File: config.mk
export PLATFORM = sky130hd
export DESIGN_NAME = div_hilo_unit_flat
export DESIGN_NICKNAME = d
export VERILOG_FILES = /design/src/rtl/div_hilo_unit_pkg.sv /design/src/rtl/div_hilo_unit_if.sv /design/src/rtl/div_hilo_unit.sv /design/src/flat_wrapper.sv
export SDC_FILE = /design/constraint.sdc
export NUM_CORES = 1
export LEC_CHECK = 0
export ABC_AREA = 0
export ABC_CLOCK_PERIOD_IN_PS = 2000
export CAP_MARGIN = 15
export CORE_MARGIN = 3
export CORE_UTILIZATION = 42
export CTS_CLUSTER_SIZE = 25
export DETAILED_ROUTE_END_ITERATION = 7
export PLACE_DENSITY_LB_ADDON = 0.05
export SLEW_MARGIN = 10
export SYNTH_ARGS = -nofsm -noshare
export SYNTH_HDL_FRONTEND = slang
export SYNTH_SLANG_ARGS = --single-unit
File: constraint.sdc
create_clock -name clock -period 2 [get_ports clock]
set_input_delay 0.4 -clock clock [delete_from_list [all_inputs] [get_ports clock]]
set_output_delay 0.4 -clock clock [all_outputs]
set_load 0.01 [all_outputs]
File: src/rtl/div_hilo_unit_pkg.sv
// Shared types and constants for the HI/LO divide sequencer.
package div_hilo_unit_pkg;

    typedef enum logic [1:0] {
        IDLE    = 2'd0,
        SETTLE  = 2'd1,
        CAPTURE = 2'd2
    } state_t;

    localparam int DEFAULT_DATA_W        = 32;
    localparam int DEFAULT_SETTLE_CYCLES = 4;
    localparam int CNT_W                 = 4;

    // Wide enough for any DATA_W up to 64; the top slices what it needs.
    localparam logic [63:0] DIV_ZERO_LO = '1;

endpackage

File: src/rtl/div_hilo_unit_if.sv
// CPU/divider-facing bus of the HI/LO divide sequencer.
interface div_hilo_unit_if #(
    parameter int DATA_W = 32
);
    logic              start;
    logic [DATA_W-1:0] op_a;
    logic [DATA_W-1:0] op_b;
    logic [DATA_W-1:0] div_a;
    logic [DATA_W-1:0] div_b;
    logic [DATA_W-1:0] div_quotient;
    logic [DATA_W-1:0] div_remainder;
    logic              hi_we;
    logic              lo_we;
    logic [DATA_W-1:0] wr_data;
    logic              busy;
    logic              done;
    logic              div_by_zero;
    logic [DATA_W-1:0] hi_out;
    logic [DATA_W-1:0] lo_out;

    // CPU pipeline plus the divider it owns.
    modport master (
        output start, op_a, op_b, div_quotient, div_remainder,
               hi_we, lo_we, wr_data,
        input  div_a, div_b, busy, done, div_by_zero, hi_out, lo_out
    );

    modport slave (
        input  start, op_a, op_b, div_quotient, div_remainder,
               hi_we, lo_we, wr_data,
        output div_a, div_b, busy, done, div_by_zero, hi_out, lo_out
    );
endinterface

File: src/rtl/div_hilo_unit.sv
// Holds operands on the combinational divider for a fixed settle time,
// then captures quotient/remainder into LO/HI with a busy/done handshake.
module div_hilo_unit
    import div_hilo_unit_pkg::*;
#(
    parameter int DATA_W        = DEFAULT_DATA_W,
    parameter int SETTLE_CYCLES = DEFAULT_SETTLE_CYCLES
) (
    input  logic           clock,
    input  logic           clear_n,
    div_hilo_unit_if.slave bus
);

    localparam logic [CNT_W-1:0] CNT_INIT = CNT_W'(SETTLE_CYCLES - 1);

    state_t            state;
    logic [CNT_W-1:0]  cnt;
    logic [DATA_W-1:0] div_a_q;
    logic [DATA_W-1:0] div_b_q;
    logic [DATA_W-1:0] hi_q;
    logic [DATA_W-1:0] lo_q;
    logic              busy_q;
    logic              done_q;
    logic              dbz_q;

    always_ff @(posedge clock or negedge clear_n) begin
        if (!clear_n) begin
            state   <= IDLE;
            cnt     <= '0;
            div_a_q <= '0;
            div_b_q <= '0;
            hi_q    <= '0;
            lo_q    <= '0;
            busy_q  <= 1'b0;
            done_q  <= 1'b0;
            dbz_q   <= 1'b0;
        end else begin
            done_q <= 1'b0;
            case (state)
                IDLE: begin
                    if (bus.hi_we) hi_q <= bus.wr_data;
                    if (bus.lo_we) lo_q <= bus.wr_data;
                    if (bus.start) begin
                        if (bus.op_b != '0) begin
                            div_a_q <= bus.op_a;
                            div_b_q <= bus.op_b;
                            cnt     <= CNT_INIT;
                            dbz_q   <= 1'b0;
                            busy_q  <= 1'b1;
                            state   <= SETTLE;
                        end else begin
                            // Zero divisor resolves here and overrides any same-cycle write.
                            hi_q   <= bus.op_a;
                            lo_q   <= DIV_ZERO_LO[DATA_W-1:0];
                            dbz_q  <= 1'b1;
                            done_q <= 1'b1;
                        end
                    end
                end
                SETTLE: begin
                    if (cnt == '0) begin
                        state <= CAPTURE;
                    end else begin
                        cnt <= cnt - 1'b1;
                    end
                end
                CAPTURE: begin
                    lo_q   <= bus.div_quotient;
                    hi_q   <= bus.div_remainder;
                    done_q <= 1'b1;
                    busy_q <= 1'b0;
                    state  <= IDLE;
                end
                default: begin
                    state  <= IDLE;
                    busy_q <= 1'b0;
                end
            endcase
        end
    end

    assign bus.div_a       = div_a_q;
    assign bus.div_b       = div_b_q;
    assign bus.hi_out      = hi_q;
    assign bus.lo_out      = lo_q;
    assign bus.busy        = busy_q;
    assign bus.done        = done_q;
    assign bus.div_by_zero = dbz_q;

endmodule

File: src/flat_wrapper.sv
// flat-port wrapper written by rule: the top's interface ports become plain ports
module div_hilo_unit_flat import div_hilo_unit_pkg::*;
#(
    parameter int DATA_W        = DEFAULT_DATA_W,
    parameter int SETTLE_CYCLES = DEFAULT_SETTLE_CYCLES
)
  (clock, clear_n, bus_start, bus_op_a, bus_op_b, bus_div_quotient, bus_div_remainder, bus_hi_we, bus_lo_we, bus_wr_data, bus_div_a, bus_div_b, bus_busy, bus_done, bus_div_by_zero, bus_hi_out, bus_lo_out);
  div_hilo_unit_if #(.DATA_W(DATA_W)) bus_i ();
  input  logic clock;
  input  logic clear_n;
  input wire logic [$bits(bus_i.start)-1:0] bus_start;
  input wire logic [$bits(bus_i.op_a)-1:0] bus_op_a;
  input wire logic [$bits(bus_i.op_b)-1:0] bus_op_b;
  input wire logic [$bits(bus_i.div_quotient)-1:0] bus_div_quotient;
  input wire logic [$bits(bus_i.div_remainder)-1:0] bus_div_remainder;
  input wire logic [$bits(bus_i.hi_we)-1:0] bus_hi_we;
  input wire logic [$bits(bus_i.lo_we)-1:0] bus_lo_we;
  input wire logic [$bits(bus_i.wr_data)-1:0] bus_wr_data;
  output wire logic [$bits(bus_i.div_a)-1:0] bus_div_a;
  output wire logic [$bits(bus_i.div_b)-1:0] bus_div_b;
  output wire logic [$bits(bus_i.busy)-1:0] bus_busy;
  output wire logic [$bits(bus_i.done)-1:0] bus_done;
  output wire logic [$bits(bus_i.div_by_zero)-1:0] bus_div_by_zero;
  output wire logic [$bits(bus_i.hi_out)-1:0] bus_hi_out;
  output wire logic [$bits(bus_i.lo_out)-1:0] bus_lo_out;
  assign bus_i.start = bus_start;
  assign bus_i.op_a = bus_op_a;
  assign bus_i.op_b = bus_op_b;
  assign bus_i.div_quotient = bus_div_quotient;
  assign bus_i.div_remainder = bus_div_remainder;
  assign bus_i.hi_we = bus_hi_we;
  assign bus_i.lo_we = bus_lo_we;
  assign bus_i.wr_data = bus_wr_data;
  assign bus_div_a = bus_i.div_a;
  assign bus_div_b = bus_i.div_b;
  assign bus_busy = bus_i.busy;
  assign bus_done = bus_i.done;
  assign bus_div_by_zero = bus_i.div_by_zero;
  assign bus_hi_out = bus_i.hi_out;
  assign bus_lo_out = bus_i.lo_out;
  div_hilo_unit #(.DATA_W(DATA_W), .SETTLE_CYCLES(SETTLE_CYCLES)) u_core (.clock(clock), .clear_n(clear_n), .bus(bus_i));
endmodule
==> results of run 1 <==
-- power groups by stage --
stage | Combinational, uW | Sequential, uW | Clock [uW]
after CTS | 8110 | 4960 | 2800
final | 8220 | 4980 | 2760
after floorplan | 3140 | 5470 | 0
after global placement | 7660 | 4900 | 0
after detailed placement | 7830 | 4970 | 0
after global routing | 8830 | 5130 | 2940
-- sequential cells by signal, indices dropped and copies added, names as in the netlist --
name and flops:
u_core.bus.hi_out 32, u_core.bus.div_a 32, u_core.bus.done 1, u_core.bus.div_b 32, u_core.bus.lo_out 32, u_core.bus.div_by_zero 1
u_core.state 2, u_core.cnt 4, u_core.bus.busy 1
-- critical path: stages --
cell and delay (ns):
sky130_fd_sc_hd__clkdlybuf4s50_1 0.45, sky130_fd_sc_hd__nor4_2 0.15, sky130_fd_sc_hd__buf_4 0.15, sky130_fd_sc_hd__nand4_1 0.19, sky130_fd_sc_hd__o21ai_4 0.25, sky130_fd_sc_hd__buf_12 0.18
sky130_fd_sc_hd__clkbuf_16 0.16, sky130_fd_sc_hd__mux2_1 0.32
-- layer usage --
layer  up-vias  GRT usage (%)  share of wire, %
met4         0           9.32               1.9
li1       2716              -                 -
met1      2997           33.7                41
met2       295           43.9                49
met5         -              0                 0
met3        33           7.93               8.4
-- cells in the mapped netlist, types with 2 or more instances --
cell / number / share of area, %
sky130_fd_sc_hd__nor4_1: 8 / 0.77
sky130_fd_sc_hd__buf_1: 2 / 0.12
sky130_fd_sc_hd__a221o_1: 32 / 4.9
sky130_fd_sc_hd__buf_2: 7 / 0.54
sky130_fd_sc_hd__nand4_1: 2 / 0.19
sky130_fd_sc_hd__mux2_1: 17 / 2.9
sky130_fd_sc_hd__dfrtp_1: 137 / 53
sky130_fd_sc_hd__a21oi_1: 33 / 2.5
sky130_fd_sc_hd__xnor2_1: 2 / 0.27
sky130_fd_sc_hd__a22oi_1: 33 / 3.8
sky130_fd_sc_hd__nand2_1: 36 / 2.1
sky130_fd_sc_hd__o211ai_1: 32 / 3.7
sky130_fd_sc_hd__nand3_1: 3 / 0.23
sky130_fd_sc_hd__nor2_1: 5 / 0.29
sky130_fd_sc_hd__and2_1: 4 / 0.38
sky130_fd_sc_hd__clkbuf_1: 34 / 2.0
sky130_fd_sc_hd__nor2b_1: 3 / 0.29
sky130_fd_sc_hd__ha_1: 2 / 0.38
sky130_fd_sc_hd__a221oi_1: 32 / 4.3
sky130_fd_sc_hd__mux2_2: 79 / 14
sky130_fd_sc_hd__buf_4: 6 / 0.69
sky130_fd_sc_hd__and4_1: 2 / 0.27
sky130_fd_sc_hd__inv_1: 36 / 2.1
-- layout make-up --
cell class / instances / area [sq um] / share of cell area [%]
well taps: 184 / 230 / 2.14
clock inverters: 4 / 20.0 / 0.186
flip-flops and latches: 137 / 3430 / 31.9
repair buffers: 336 / 3560 / 33.1
multi-input cells: 334 / 2880 / 26.8
clock buffers: 25 / 485 / 4.52
inverters: 36 / 135 / 1.26
-- final timing paths --
path,from,end,slack (ns),cells past startpoint
max in group asynchronous,clear_n,u_core.bus.hi_out[22],0.88,3
hold reg to reg,u_core.bus.div_a[29],u_core.bus.div_a[29],0.49,1
hold / removal,bus_op_b[26],u_core.bus.div_b[26],0.29,2
setup reg to reg,u_core.state[0],u_core.bus.div_b[12],0.17,6
min in group asynchronous,clear_n,u_core.bus.lo_out[16],0.49,2
setup / recovery,bus_op_b[12],u_core.bus.div_b[12],0.04,8
-- cells by family after synthesis --
kind of cell | Yosys count
flops | 137
mux | 96
simple gates | 67
buf+inv | 85
compound gates | 167
fa+ha+maj | 2
xor+xnor | 2
-- repair_timing --
item	4_1_cts	5_1_grt
endpoints found under the hold margin	44	0
gates cloned	2	4
gates resized for setup	28	21
pin swaps	4	11
hold buffers	1	0
buffers inserted	3	0
setup endpoints to repair	64	100
-- metrics by stage --
step | total power, uW | instance area, sq um
2_1_floorplan | 8600 | 6510
3_3_place_gp | 12600 | 9910
3_5_place_dp | 12800 | 9910
4_1_cts | 15900 | 10600
5_1_grt | 16900 | 10700
6_report | 16000 | 10700
==> results.txt, run 1 <==
----------------------------------------------------
[Routing]
  Average detailed-routed wire length per instance ... 22.2 microns
  Via count ... 6,041
  Violation count after the first detailed-routing iteration ... 366
  1st-pass router iterations ... 7
  Number of vias per cell ... 5.72
  Remaining design rule violation count ... 0
  Total detailed-routing wirelength ... 23,500 microns
  Detail Route Antenna Nets ... 0

[Worst setup path]
  Worst Setup Path Type ... primary input to flip-flop
  Element type at the critical path start ... primary input
  Required time of the critical path ... 2.29 ns
  Critical Path AT ... 2.25 ns
  Largest fanout on the critical path ... 6
  Endpoint class of the critical path ... flip-flop

[Place]
  Placer congestion estimate ... 0.813
  Port bufs ... 295
  Place WS ... -0.540 ns
  Placed wire-length estimate after detailed placement ... 16,000 microns
  Number of cells after detailed placement ... 1,017

[Cells and area]
  Leading cell type in the layout, fill and taps excluded ... sky130_fd_sc_hd__clkdlybuf4s50_1
  Antenna diodes ... 0
  Layout cells sized above 1 ... 18.8%
  Most frequent cells in the layout ... sky130_fd_sc_hd__clkdlybuf4s50_1 (268), sky130_fd_sc_hd__dfrtp_1 (135), sky130_fd_sc_hd__mux2_2 (70)
  Number of standard cells in the layout, taps in and fillers out ... 1,056
  Net total in the final layout ... 1,029
  Layout fillers ... 1,049
  Area growth syn-to-layout ... 65.0%
  Util after Layout ... 72.3%

[Pwr]
  Sequential share of power ... 31.2%
  Sw Ratio ... 34.3%
  Proportion of power drawn by combinational gates ... 51.5%
  Peak supply drop ... 0.910 mV
  Leak Pwr ... 0.00469 uW
  Switching power of the nets ... 5460 uW
  Clk pwr share ... 17.3%
  Int Pwr ... 10,500 uW
  Power density normalized to cell area ... 1480 mW/mm^2

[Clocking]
  Total CTS buffers ... 17
  Cell chosen for the clock root ... sky130_fd_sc_hd__clkbuf_16
  H-tree depth reported by CTS ... 4
  Clock-pin slew of the registers on the worst-case setup and hold paths ... 0.05 ns
  Worst-Skew Late Latency ... 0.41 ns
  CTS tree ... yes
  Maximum buffer depth of the clock tree ... 2
  Clock sinks ... 137

[GRT]
  Initial antenna violation count ... 0
  Total grt overflow ... 0
  Via count of the first global-routing pass ... 6,326
  First-pass GRT wire length ... 35,000 microns
  GR Util All Layers ... 26.7%
  Largest net degree at the start of global routing ... 100

[STA]
  Final number of setup-violating endpoints ... 0
  Sum of negative setup slack ... 0 ns
  Slack of the critical path ... 0.0414 ns
  Worst-case hold slack ... 0.293 ns
  Number of failing hold endpoints at the final stage ... 0
  Period Utilization, post-route ... 97.9%
  Headroom to the max-slew limit ... 36.7%
  Max Freq ... 511 MHz
  Slew at the pin closest to its max-slew limit ... 0.948 ns
  Final Critical Period ... 1.96 ns
  Final Max Tran Viols ... 0
  Worst clock skew ... 0.00524 ns

[Logic synthesis]
  Post-synthesis instance area ... 0.00651 sq mm
  Net count after synthesis ... 723
  Number of synthesized flops with an enable pin ... 0
  Xor-xnor portion of the synthesized cell area ... 0.269%
  Number of warnings reported in the yosys synthesis log ... 0
  Largest family of logic cells by synthesized area ... compound AO/OA/AOI/OAI gates
  Synthesized netlist cell count ... 556
  Multiplexer share of the synthesized area ... 16.6%
  Share of the synthesized area in compound gates (AO/OA/AOI/OAI) ... 19.8%
  Register bit total from synthesis ... 137
  Synth Area per Inst ... 11.7 sq um
  Simple-gate area share of the yosys netlist ... 4.96%
  Distinct cell type count after synthesis ... 32
  Proportion of synthesized flip-flops having asynchronous set or reset ... 100%
  Post-synthesis share of cell area spent on full adders, half adders and majority gates ... 0.384%
  Prevailing post-synth register cell ... sky130_fd_sc_hd__dfrtp_1
  Sequential share of the synthesized area ... 52.6%

[Floorplanning]
  Core region area ... 0.0149 sq mm
  Die ar. ... 0.0170 sq mm
  Initial cell density of the core ... 43.8%
  Number of placement rows ... 44
  Width of the chip ... 131 microns
  Number of ports placed on the die boundary ... 296
  Height of the die ... 131 microns

[Hold path]
  Class of the worst hold path ... primary input to flip-flop

[Status]
  Outcome ... finished clean

[Run]
  Number of maximum-capacitance constraint violations ... 0

----------------------------------------------------
(Power assumes the default switching activity.)
==> inputs of run 2 (changes only) <==
CTS_CLUSTER_DIAMETER = 80   (was default)
==> results of run 2 <==
Final layout, timing and power as in run 1 (identical DEF).
